**src/rtl/vga_pkg.sv**
```systemverilog
// -----------------------------------------------------------------------------
// vga_pkg
// Shared types and constants for the VGA scan generator.
//   scale_e      : pixel replication factor encoding on cfg_scale
//   vga_timing_t : one axis of timing (active / front porch / sync / back porch)
//   DEF_H/DEF_V  : 640x480@60 timing
//   scale_mask() : sub-pixel / sub-line counter wrap value for a scale code
// -----------------------------------------------------------------------------
package vga_pkg;

    typedef enum logic [1:0] {
        SCALE_1X = 2'd0,
        SCALE_2X = 2'd1,
        SCALE_4X = 2'd2
    } scale_e;

    localparam int TIM_W = 16;

    typedef struct packed {
        logic [TIM_W-1:0] active;
        logic [TIM_W-1:0] fp;
        logic [TIM_W-1:0] sync;
        logic [TIM_W-1:0] bp;
    } vga_timing_t;

    localparam vga_timing_t DEF_H = '{active: 16'd640, fp: 16'd16, sync: 16'd96, bp: 16'd48};
    localparam vga_timing_t DEF_V = '{active: 16'd480, fp: 16'd10, sync: 16'd2,  bp: 16'd33};

    // Counter wrap value: 2^scale - 1. The reserved code falls back to 1x.
    function automatic logic [1:0] scale_mask(input logic [1:0] s);
        if (s == SCALE_2X)      return 2'b01;
        else if (s == SCALE_4X) return 2'b11;
        else                    return 2'b00;
    endfunction

endpackage

```
**src/rtl/vga_delay_line.sv**
```systemverilog
// -----------------------------------------------------------------------------
// vga_delay_line
// WIDTH-bit shift register, DEPTH stages, synchronous active-low clear.
//   i_clk    : clock
//   i_srst_n : synchronous clear, active low
//   i_d      : input word
//   o_q      : input word delayed by DEPTH cycles
// -----------------------------------------------------------------------------
module vga_delay_line #(
    parameter int WIDTH = 4,
    parameter int DEPTH = 2
) (
    input  logic             i_clk,
    input  logic             i_srst_n,
    input  logic [WIDTH-1:0] i_d,
    output logic [WIDTH-1:0] o_q
);

    logic [DEPTH-1:0][WIDTH-1:0] r_pipe;

    always_ff @(posedge i_clk) begin
        if (!i_srst_n) begin
            r_pipe <= '0;
        end else begin
            r_pipe[0] <= i_d;
            for (int i = 1; i < DEPTH; i++) r_pipe[i] <= r_pipe[i-1];
        end
    end

    assign o_q = r_pipe[DEPTH-1];

endmodule

```
**src/rtl/vga_scan_gen.sv**
```systemverilog
// -----------------------------------------------------------------------------
// vga_scan_gen
// Runtime-configurable VGA timing generator that fetches pixels from a frame
// buffer with a fixed read latency and emits latency-aligned sync/de/rgb.
//   i_clk, i_srst_n        : pixel clock, synchronous active-low reset
//   i_enable               : 1 = fetch pixels, 0 = show i_cfg_clear in active area
//   i_cfg_h_* / i_cfg_v_*  : timing (pixels / lines), captured at frame wrap
//   i_cfg_hs/vs_pol        : 1 = sync pulse high
//   i_cfg_scale            : 0 = 1x, 1 = 2x, 2 = 4x, 3 = 1x
//   i_cfg_base/i_cfg_stride: frame base address, source line pitch
//   i_cfg_clear            : colour shown when fetching is disabled
//   o_req_valid/o_req_addr : frame-buffer read request (counter stage)
//   i_rd_data              : data for the request issued RD_LAT cycles earlier
//   o_hsync/o_vsync/o_de/o_rgb : outputs, RD_LAT+1 cycles after the request
//   o_frame_start/o_frame_end  : single-cycle pulses, counter stage
// -----------------------------------------------------------------------------
module vga_scan_gen
    import vga_pkg::*;
#(
    parameter int H_BITS    = 11,
    parameter int V_BITS    = 11,
    parameter int CHANNELS  = 3,
    parameter int CH_BITS   = 4,
    parameter int ADDR_BITS = 20,
    parameter int RD_LAT    = 2
) (
    input  logic                         i_clk,
    input  logic                         i_srst_n,
    input  logic                         i_enable,
    input  logic [H_BITS-1:0]            i_cfg_h_active,
    input  logic [H_BITS-1:0]            i_cfg_h_fp,
    input  logic [H_BITS-1:0]            i_cfg_h_sync,
    input  logic [H_BITS-1:0]            i_cfg_h_bp,
    input  logic [V_BITS-1:0]            i_cfg_v_active,
    input  logic [V_BITS-1:0]            i_cfg_v_fp,
    input  logic [V_BITS-1:0]            i_cfg_v_sync,
    input  logic [V_BITS-1:0]            i_cfg_v_bp,
    input  logic                         i_cfg_hs_pol,
    input  logic                         i_cfg_vs_pol,
    input  logic [1:0]                   i_cfg_scale,
    input  logic [ADDR_BITS-1:0]         i_cfg_base,
    input  logic [ADDR_BITS-1:0]         i_cfg_stride,
    input  logic [CHANNELS*CH_BITS-1:0]  i_cfg_clear,
    output logic                         o_req_valid,
    output logic [ADDR_BITS-1:0]         o_req_addr,
    input  logic [CHANNELS*CH_BITS-1:0]  i_rd_data,
    output logic                         o_hsync,
    output logic                         o_vsync,
    output logic                         o_de,
    output logic [CHANNELS*CH_BITS-1:0]  o_rgb,
    output logic                         o_frame_start,
    output logic                         o_frame_end
);

    localparam int HW = H_BITS + 2;
    localparam int VW = V_BITS + 2;
    localparam int PW = CHANNELS * CH_BITS;

    // Shadow configuration (frame-stable copy of i_cfg_*)
    logic [H_BITS-1:0]    r_h_act, r_h_fp, r_h_sync, r_h_bp;
    logic [V_BITS-1:0]    r_v_act, r_v_fp, r_v_sync, r_v_bp;
    logic                 r_hs_pol, r_vs_pol;
    logic [1:0]           r_scale_msk;
    logic [ADDR_BITS-1:0] r_stride;
    logic [PW-1:0]        r_clear;

    // Counter stage
    logic                 r_live;       // 0 during the reset cycle: counters parked at (0,0)
    logic                 r_en;
    logic [HW-1:0]        r_x;
    logic [VW-1:0]        r_y;
    logic [1:0]           r_xsub, r_ysub;
    logic [ADDR_BITS-1:0] r_pix_addr, r_line_base;

    // Output stage
    logic                 r_de, r_hsync, r_vsync;
    logic [PW-1:0]        r_rgb;

    logic [HW-1:0] w_hs_start, w_hs_end, w_h_total;
    logic [VW-1:0] w_vs_start, w_vs_end, w_v_total;
    logic          w_x_wrap, w_y_wrap, w_frame_wrap;
    logic          w_active, w_hs_act, w_vs_act;
    logic          w_tap_de, w_tap_hs, w_tap_vs, w_tap_en;

    assign w_hs_start = {2'b00, r_h_act} + {2'b00, r_h_fp};
    assign w_hs_end   = w_hs_start + {2'b00, r_h_sync};
    assign w_h_total  = w_hs_end + {2'b00, r_h_bp};
    assign w_vs_start = {2'b00, r_v_act} + {2'b00, r_v_fp};
    assign w_vs_end   = w_vs_start + {2'b00, r_v_sync};
    assign w_v_total  = w_vs_end + {2'b00, r_v_bp};

    assign w_x_wrap     = (r_x == w_h_total - HW'(1));
    assign w_y_wrap     = (r_y == w_v_total - VW'(1));
    assign w_frame_wrap = r_live && w_x_wrap && w_y_wrap;

    assign w_active = r_live && (r_x < {2'b00, r_h_act}) && (r_y < {2'b00, r_v_act});
    assign w_hs_act = r_live && (r_x >= w_hs_start) && (r_x < w_hs_end);
    assign w_vs_act = r_live && (r_y >= w_vs_start) && (r_y < w_vs_end);

    assign o_req_valid   = w_active && r_en;
    assign o_req_addr    = r_pix_addr;
    assign o_frame_start = r_live && (r_x == '0) && (r_y == '0);
    assign o_frame_end   = r_live && (r_x == {2'b00, r_h_act})
                                  && (r_y == {2'b00, r_v_act} - VW'(1));

    always_ff @(posedge i_clk) begin
        if (!i_srst_n || w_frame_wrap) begin
            r_h_act     <= i_cfg_h_active;
            r_h_fp      <= i_cfg_h_fp;
            r_h_sync    <= i_cfg_h_sync;
            r_h_bp      <= i_cfg_h_bp;
            r_v_act     <= i_cfg_v_active;
            r_v_fp      <= i_cfg_v_fp;
            r_v_sync    <= i_cfg_v_sync;
            r_v_bp      <= i_cfg_v_bp;
            r_hs_pol    <= i_cfg_hs_pol;
            r_vs_pol    <= i_cfg_vs_pol;
            r_scale_msk <= scale_mask(i_cfg_scale);
            r_stride    <= i_cfg_stride;
            r_clear     <= i_cfg_clear;
        end
    end

    // Base is only consumed at the capture moments (reset / frame wrap), so it
    // is taken straight from the input there instead of being shadowed.
    always_ff @(posedge i_clk) begin
        if (!i_srst_n) begin
            r_live      <= 1'b0;
            r_en        <= 1'b0;
            r_x         <= '0;
            r_y         <= '0;
            r_xsub      <= '0;
            r_ysub      <= '0;
            r_pix_addr  <= i_cfg_base;
            r_line_base <= i_cfg_base;
        end else begin
            r_live <= 1'b1;
            r_en   <= i_enable;
            if (r_live) begin
                if (w_x_wrap) begin
                    r_x    <= '0;
                    r_xsub <= '0;
                    if (w_y_wrap) begin
                        r_y         <= '0;
                        r_ysub      <= '0;
                        r_line_base <= i_cfg_base;
                        r_pix_addr  <= i_cfg_base;
                    end else begin
                        r_y <= r_y + VW'(1);
                        if (r_ysub == r_scale_msk) begin
                            r_ysub      <= '0;
                            r_line_base <= r_line_base + r_stride;
                            r_pix_addr  <= r_line_base + r_stride;
                        end else begin
                            r_ysub     <= r_ysub + 2'd1;
                            r_pix_addr <= r_line_base;
                        end
                    end
                end else begin
                    r_x <= r_x + HW'(1);
                    if (w_active) begin
                        if (r_xsub == r_scale_msk) begin
                            r_xsub     <= '0;
                            r_pix_addr <= r_pix_addr + ADDR_BITS'(1);
                        end else begin
                            r_xsub <= r_xsub + 2'd1;
                        end
                    end
                end
            end
        end
    end

    // RD_LAT stages here line the flags up with i_rd_data; the output
    // registers below add the final stage (RD_LAT+1 in total).
    vga_delay_line #(
        .WIDTH (4),
        .DEPTH (RD_LAT)
    ) u_align (
        .i_clk    (i_clk),
        .i_srst_n (i_srst_n),
        .i_d      ({w_active, w_hs_act, w_vs_act, r_en}),
        .o_q      ({w_tap_de, w_tap_hs, w_tap_vs, w_tap_en})
    );

    always_ff @(posedge i_clk) begin
        if (!i_srst_n) begin
            r_de    <= 1'b0;
            r_rgb   <= '0;
            r_hsync <= ~i_cfg_hs_pol;
            r_vsync <= ~i_cfg_vs_pol;
        end else begin
            r_de    <= w_tap_de;
            r_rgb   <= w_tap_de ? (w_tap_en ? i_rd_data : r_clear) : '0;
            r_hsync <= w_tap_hs ? r_hs_pol : ~r_hs_pol;
            r_vsync <= w_tap_vs ? r_vs_pol : ~r_vs_pol;
        end
    end

    assign o_de    = r_de;
    assign o_rgb   = r_rgb;
    assign o_hsync = r_hsync;
    assign o_vsync = r_vsync;

endmodule
```
**config.mk**
```make
export PLATFORM = sky130hd
export DESIGN_NAME = vga_scan_gen
export DESIGN_NICKNAME = d
export VERILOG_FILES = /design/src/rtl/vga_pkg.sv /design/src/rtl/vga_delay_line.sv /design/src/rtl/vga_scan_gen.sv
export SDC_FILE = /design/constraint.sdc
export NUM_CORES = 1
export LEC_CHECK = 0
export ABC_AREA = 0
export CORE_MARGIN = 2
export CORE_UTILIZATION = 51
export CTS_BUF_LIST = sky130_fd_sc_hd__clkbuf_16
export DETAILED_ROUTE_END_ITERATION = 16
export PLACE_DENSITY = 0.85
export SYNTH_ARGS = -nofsm -noshare
export SYNTH_HDL_FRONTEND = slang
export SYNTH_SLANG_ARGS = --single-unit
export TNS_END_PERCENT = 30
```
**constraint.sdc**
```tcl
create_clock -name i_clk -period 9.3 [get_ports i_clk]
set_input_delay 2.325 -clock i_clk [delete_from_list [all_inputs] [get_ports i_clk]]
set_output_delay 2.325 -clock i_clk [all_outputs]
set_load 0.02 [all_outputs]
```
==> impl_metrics.csv <==
group,metric,value,unit
worst_setup_path,crit_arrival,8.15,ns
die,core_area,0.02940,mm2
global_route,overflow,0,
worst_setup_path,crit_type,"reg2reg",
detailed_routing,dr.pass1.iters,5,
detailed_routing,drt_iter0_markers,1150,
die,pin_count,197,
layout,drive_above_1_share,0.06062,
detailed_routing,via_count,12139,
die,fp.dieArea,0.03106,mm2
detailed_routing,drt-vias-per-instance,5.811,
worst_setup_path,cp_slowest_cell,"nor4b_4",
yosys,synth_compound_area_frac,0.1506,
cts,cts_num_sinks,219,
cts,h-tree-depth,1,
cts,cts_buffers,26,
cts,hold_buffers,0,
timing,final_hold_viol_count,0,
yosys,async_reset_ff_frac,0,
global_route,antenna_found_initial,0,
placed_design,dpl.hpwl,27690,um
cts,path_clk_slew,0.06,ns
die,start_util,0.5147,
yosys,yosysWarnings,0,
worst_setup_path,end_kind,"flip-flop",
yosys,muxShareOfSynthArea,0.02654,
global_route,grt_first_pass_wirelength,58790,um
layout,stdcell_count,2089,
yosys,yosysUniqueCellTypes,98,
yosys,synth-xor-area-share,0.08426,
yosys,synth_top_family_by_area,"adder cells",
yosys,yosysSeqAreaShare,0.3982,
timing,whs,0.4336,ns
worst_setup_path,cp_common_cell,"a21oi_1",
cts,post_cts_buffers,0,
yosys,synth_edf_count,164,
yosys,synth-seq-cells,219,
yosys,netlist_area,0.01513,mm2
pwr,ir_worst_vdd,149.5,uV
die,rows,63,
worst_setup_path,cp_max_fo,70,
placed_design,io_buffer_count,196,
detailed_routing,drcViolationCount,0,
cts,cts_root_buf,"clkbuf_16",
worst_setup_path,r2r_cells,27,
yosys,postSynthCellCount,1491,
timing,post-route-min-period,7.955,ns
timing,relSlewSlack,0.1997,
timing,finalMaxSlewViolations,0,
job,drv_cap,0,
yosys,ys.flop_type,"edfxtp_1",
global_route,grt_max_degree,71,
timing,finalCritPeriodShare,0.8554,
die,die_w,176.3,um
timing,max_freq,125.7,MHz
detailed_routing,wl_per_cell,17.77,um
pwr,powerDensity,241.9,mW/mm2
pwr,p_leak,7.679,nW
worst_setup_path,max_stage_delay,0.71,ns
timing,tns,0,ns
cts,worstSkewPairLatency,0.55,ns
cts,cts_tree,"built",
min_path,hold_depth,1,
placed_design,gp_congestion,0.9426,
layout,antenna_cells,0,
outcome,outcome,"completed",
placed_design,place_inst,2041,
global_route,grtUsageTotal,0.2356,
die,dieHeight,176.3,um
global_route,grt_pass1_vias,11839,
layout,fin_nets,2026,
timing,worst_slew_pin_slew,1.200,ns
layout,area_growth,21.17,%
min_path,hold_class,"reg2reg",
detailed_routing,ant_nets,0,
yosys,synthSimpleGateAreaFrac,0.1313,
timing,finalSetupViolCount,0,
worst_setup_path,crit_required,9.50,ns
yosys,synth_fa_ha_area_frac,0.1596,
yosys,synth_area_per_cell,10.15,um2
detailed_routing,wl,37110,um
timing,clock_skew,0.008712,ns
cts,cts_resized,0,
timing,rsz0062_at_grt,"no",
yosys,synth_nets,1838,
worst_setup_path,start_kind,"flip-flop",
pwr,finalPower,4.436,mW
cts,cts_buffer_depth,3,
## worst max-delay path: cells and delay by family, from the launching register on
family | cells | cell delay (ns)
buffers and inverters | 3 | 0.74
flip-flops | 1 | 0.43
XOR/XNOR | 2 | 0.30
AO/OA/AOI/OAI | 12 | 2.59
AND/OR/NAND/NOR | 6 | 2.06
adder cells (fa/ha/maj) | 4 | 1.38
## sequential cells by signal, summed over array words and instances, names as in the netlist, 12 cells and up
signal       cells
r_x             13
o_req_addr      20
r_stride        20
r_line_base     20
o_rgb           12
r_y             13
r_clear         12
## cell type report
cell class	instances	area (um2)
inverters	147	551.8
flip-flops and latches	219	6026
multi-input cells	1084	8378
repair buffers	201	2012
clock buffers	30	750.7
well taps	390	488.0
fillers	2296	11070
clock inverters	18	128.9
## per-layer routing
metal / global-route usage / share of wire
met4: 0.07713 / 0.028
met2: 0.4057 / 0.47
met3: 0.02993 / 0.074
met5: 0 / 0
met1: 0.3078 / 0.42
## logic make-up after synthesis
| group | count (synthesis) |
|---|---|
| multiplexers | 38 |
| AND/OR/NAND/NOR | 377 |
| adder cells (fa/ha/maj) | 189 |
| XOR/XNOR | 143 |
| flip-flops | 219 |
| buffers and inverters | 188 |
| AO/OA/AOI/OAI | 337 |
## synth_stat cells (16+ instances only)
master,number,share of area
xor2_1,62,0.036
nand3_1,39,0.013
nor2b_1,18,0.0074
mux2i_1,21,0.014
xnor2_1,79,0.046
nor2_1,85,0.021
mux2_2,16,0.012
nor3_1,23,0.0076
o21ai_0,66,0.022
o21a_1,27,0.013
a21oi_1,72,0.024
clkbuf_1,25,0.0062
a21o_1,40,0.020
nand2_1,83,0.021
edfxtp_1,164,0.33
nand2b_1,17,0.0070
inv_1,145,0.036
o21bai_1,16,0.0079
ha_1,181,0.15
dfxtp_1,55,0.073
## power breakdown
group	total (mW)	internal, mW	switching, mW
sequential	1.19	1.13	0.0536
combinational	2.23	1.00	1.22
clock	1.02	0.606	0.417
total	4.44	2.74	1.69
## path summary, 6_finish.rpt
| kind | start | to | slack, ns |
|---|---|---|---|
| setup / recovery | r_v_act[0] | r_v_fp[6] | 1.34 |
| hold / removal | u_align.r_pipe[3] | u_align.o_q[3] | 0.43 |
| setup reg to reg | r_v_act[0] | r_v_fp[6] | 1.34 |
| hold reg to reg | u_align.r_pipe[3] | u_align.o_q[3] | 0.43 |
## metrics by stage
stage / worst slack (ns) / util / area, um2
global route: 0.7468 / 0.6236 / 18340
global placement: 1.754 / 0.5937 / 17460
floorplan: 0.4219 / - / 15130
CTS: 1.357 / 0.6236 / 18340
detailed placement: 1.413 / 0.5937 / 17460
finish: 1.345 / 0.6236 / 18340
## placed cells by master (no fill, tap or decap), drive strengths merged, types with 39 or more instances in the layout
cell and count:
edfxtp 164, nand3 39, nand2 84, xor2 63, o21ai 76, inv 150, clkdlybuf4s50 196, dfxtp 55
a21o 40, xnor2 79, a21oi 73, ha 181, nor2 85
Note: power is estimated with default switching activity, not from simulation.
==> edit, RTL diff (same settings) <==
The parameter `CHANNELS` goes from 3 to 6.
--- a/src/rtl/vga_scan_gen.sv
+++ b/src/rtl/vga_scan_gen.sv
@@ -19,7 +19,7 @@
 #(
     parameter int H_BITS    = 11,
     parameter int V_BITS    = 11,
-    parameter int CHANNELS  = 3,
+    parameter int CHANNELS  = 6,
     parameter int CH_BITS   = 4,
     parameter int ADDR_BITS = 20,
     parameter int RD_LAT    = 2
Interface: changed (resized i_cfg_clear, i_rd_data and o_rgb); port bits go from 197 to 233. The function was not compared with the original's and may differ.
==> edit against the unedited design <==
Sequential cell count rose by 24. Clock power grew 11%. Sequential power up 7%. Area after synthesis grew 4.0%. Total power decreased by 10%. Global-route usage is 0.14 points lower. First-iteration DRC count shrank 16%. Maximum frequency is 4.5% higher. Combinational power fell by 29%. Cell area grew 6.3%. Worst setup slack better by 0.34 ns. Wire length increased by 4.1%. Largest power group unchanged. Highest routed layer unchanged.
==> edit: results (changes against the unedited design) <==
<table>
<tr><th>Metric</th><th>Value</th></tr>
<tr><th colspan="2">Place</th></tr>
<tr><td>Port buffer count</td><td>232 (+18%)</td></tr>
<tr><td>Area post-placement</td><td>18500 um^2 (+6.1%)</td></tr>
<tr><td>HPWL Detailed</td><td>29.5 mm (+6.4%)</td></tr>
<tr><td>Dpl ws</td><td>1.78 ns (+0.363 ns)</td></tr>
<tr><th colspan="2">Route</th></tr>
<tr><td>Met2 wirelength from detailed routing</td><td>18.7 mm (+6.2%)</td></tr>
<tr><td>Post-route met1 wirelength</td><td>15.9 mm (+0.80%)</td></tr>
<tr><td>DR iter-0 viols</td><td>969 (-16%)</td></tr>
<tr><td>Via density</td><td>5.65 (-2.7%)</td></tr>
<tr><td>Sum of met3 wire segment lengths after detailed routing</td><td>2.98 mm (+9.0%)</td></tr>
<tr><td>Vias</td><td>12600 (+3.5%)</td></tr>
<tr><td>Total Routed Length</td><td>38.6 mm (+4.1%)</td></tr>
<tr><td>First-pass DRT Iterations</td><td>6 (+1)</td></tr>
<tr><th colspan="2">Finish</th></tr>
<tr><td>Final-layout fill cell count</td><td>2395 (+4.3%)</td></tr>
<tr><td>Final net count</td><td>2175 (+7.4%)</td></tr>
<tr><th colspan="2">Clock network</th></tr>
<tr><td>TritonCTS Buffers</td><td>29 (+12%)</td></tr>
<tr><th colspan="2">Yosys</th></tr>
<tr><td>Part of the Yosys area used for sequential elements</td><td>0.421 (+0.0230)</td></tr>
<tr><td>Synth cell count leaders</td><td>sky130_fd_sc_hd__ha_1 (181), sky130_fd_sc_hd__edfxtp_1 (176), sky130_fd_sc_hd__inv_1 (151)</td></tr>
<tr><td>Number of flops mapped to enable cells by yosys</td><td>176 (+7.3%)</td></tr>
<tr><td>Count of cell types in the netlist</td><td>68 (-31%)</td></tr>
<tr><td>Post-synth net total</td><td>1936 (+5.3%)</td></tr>
<tr><th colspan="2">Timing</th></tr>
<tr><td>Layout Skew</td><td>0.0105 ns (+0.00180 ns)</td></tr>
<tr><td>Transition time of the tightest slew-check pin</td><td>1.08 ns (-0.124 ns)</td></tr>
<tr><th colspan="2">Pwr</th></tr>
<tr><td>Worst IR Drop VDD</td><td>0.185 mV (+24%)</td></tr>
<tr><th colspan="2">Worst setup path</th></tr>
<tr><td>Maximum fanout count along the critical path</td><td>66 (-5.7%)</td></tr>
<tr><td>Cell with the largest stage delay on the worst path</td><td>sky130_fd_sc_hd__buf_4</td></tr>
<tr><th colspan="2">Global routing</th></tr>
<tr><td>Total routing usage reported by global routing</td><td>0.234 (-0.00137)</td></tr>
<tr><th colspan="2">Run status</th></tr>
<tr><td>Result of the run</td><td>finished clean</td></tr>
</table>
edit: final timing paths:
| kind | end | slack, ns | start | cells past startpoint |
|---|---|---|---|---|
| setup / recovery | r_v_fp[5] | 1.69 | r_h_act[0] | 28 |
| hold / removal | u_align.o_q[0] | 0.43 | u_align.r_pipe[0] | 1 |
| setup reg to reg | r_v_fp[5] | 1.69 | r_h_act[0] | 28 |
| hold reg to reg | u_align.o_q[0] | 0.43 | u_align.r_pipe[0] | 1 |
edit: cell type report:
cell class	count	area, um^2	area share
sequential	243	6630	0.340
multi-input combinational	1136	8420	0.432
timing repair buffer	243	2420	0.124
clock inverter	24	230	0.0118
inverter	151	567	0.0291
tap	396	495	0.0254
clock buffer	29	726	0.0373
edit: cell families after synthesis:
logic type,synth area share
compound gates,0.137
xor+xnor,0.0908
fa+ha+maj,0.153
buf+inv,0.0446
flops,0.421
mux,0.0274
simple gates,0.126
edit: power by group:
group / switching (W) / internal (W)
clock: 0.000447 / 0.000679
sequential: 0.0000399 / 0.00123
combinational: 0.000871 / 0.000720
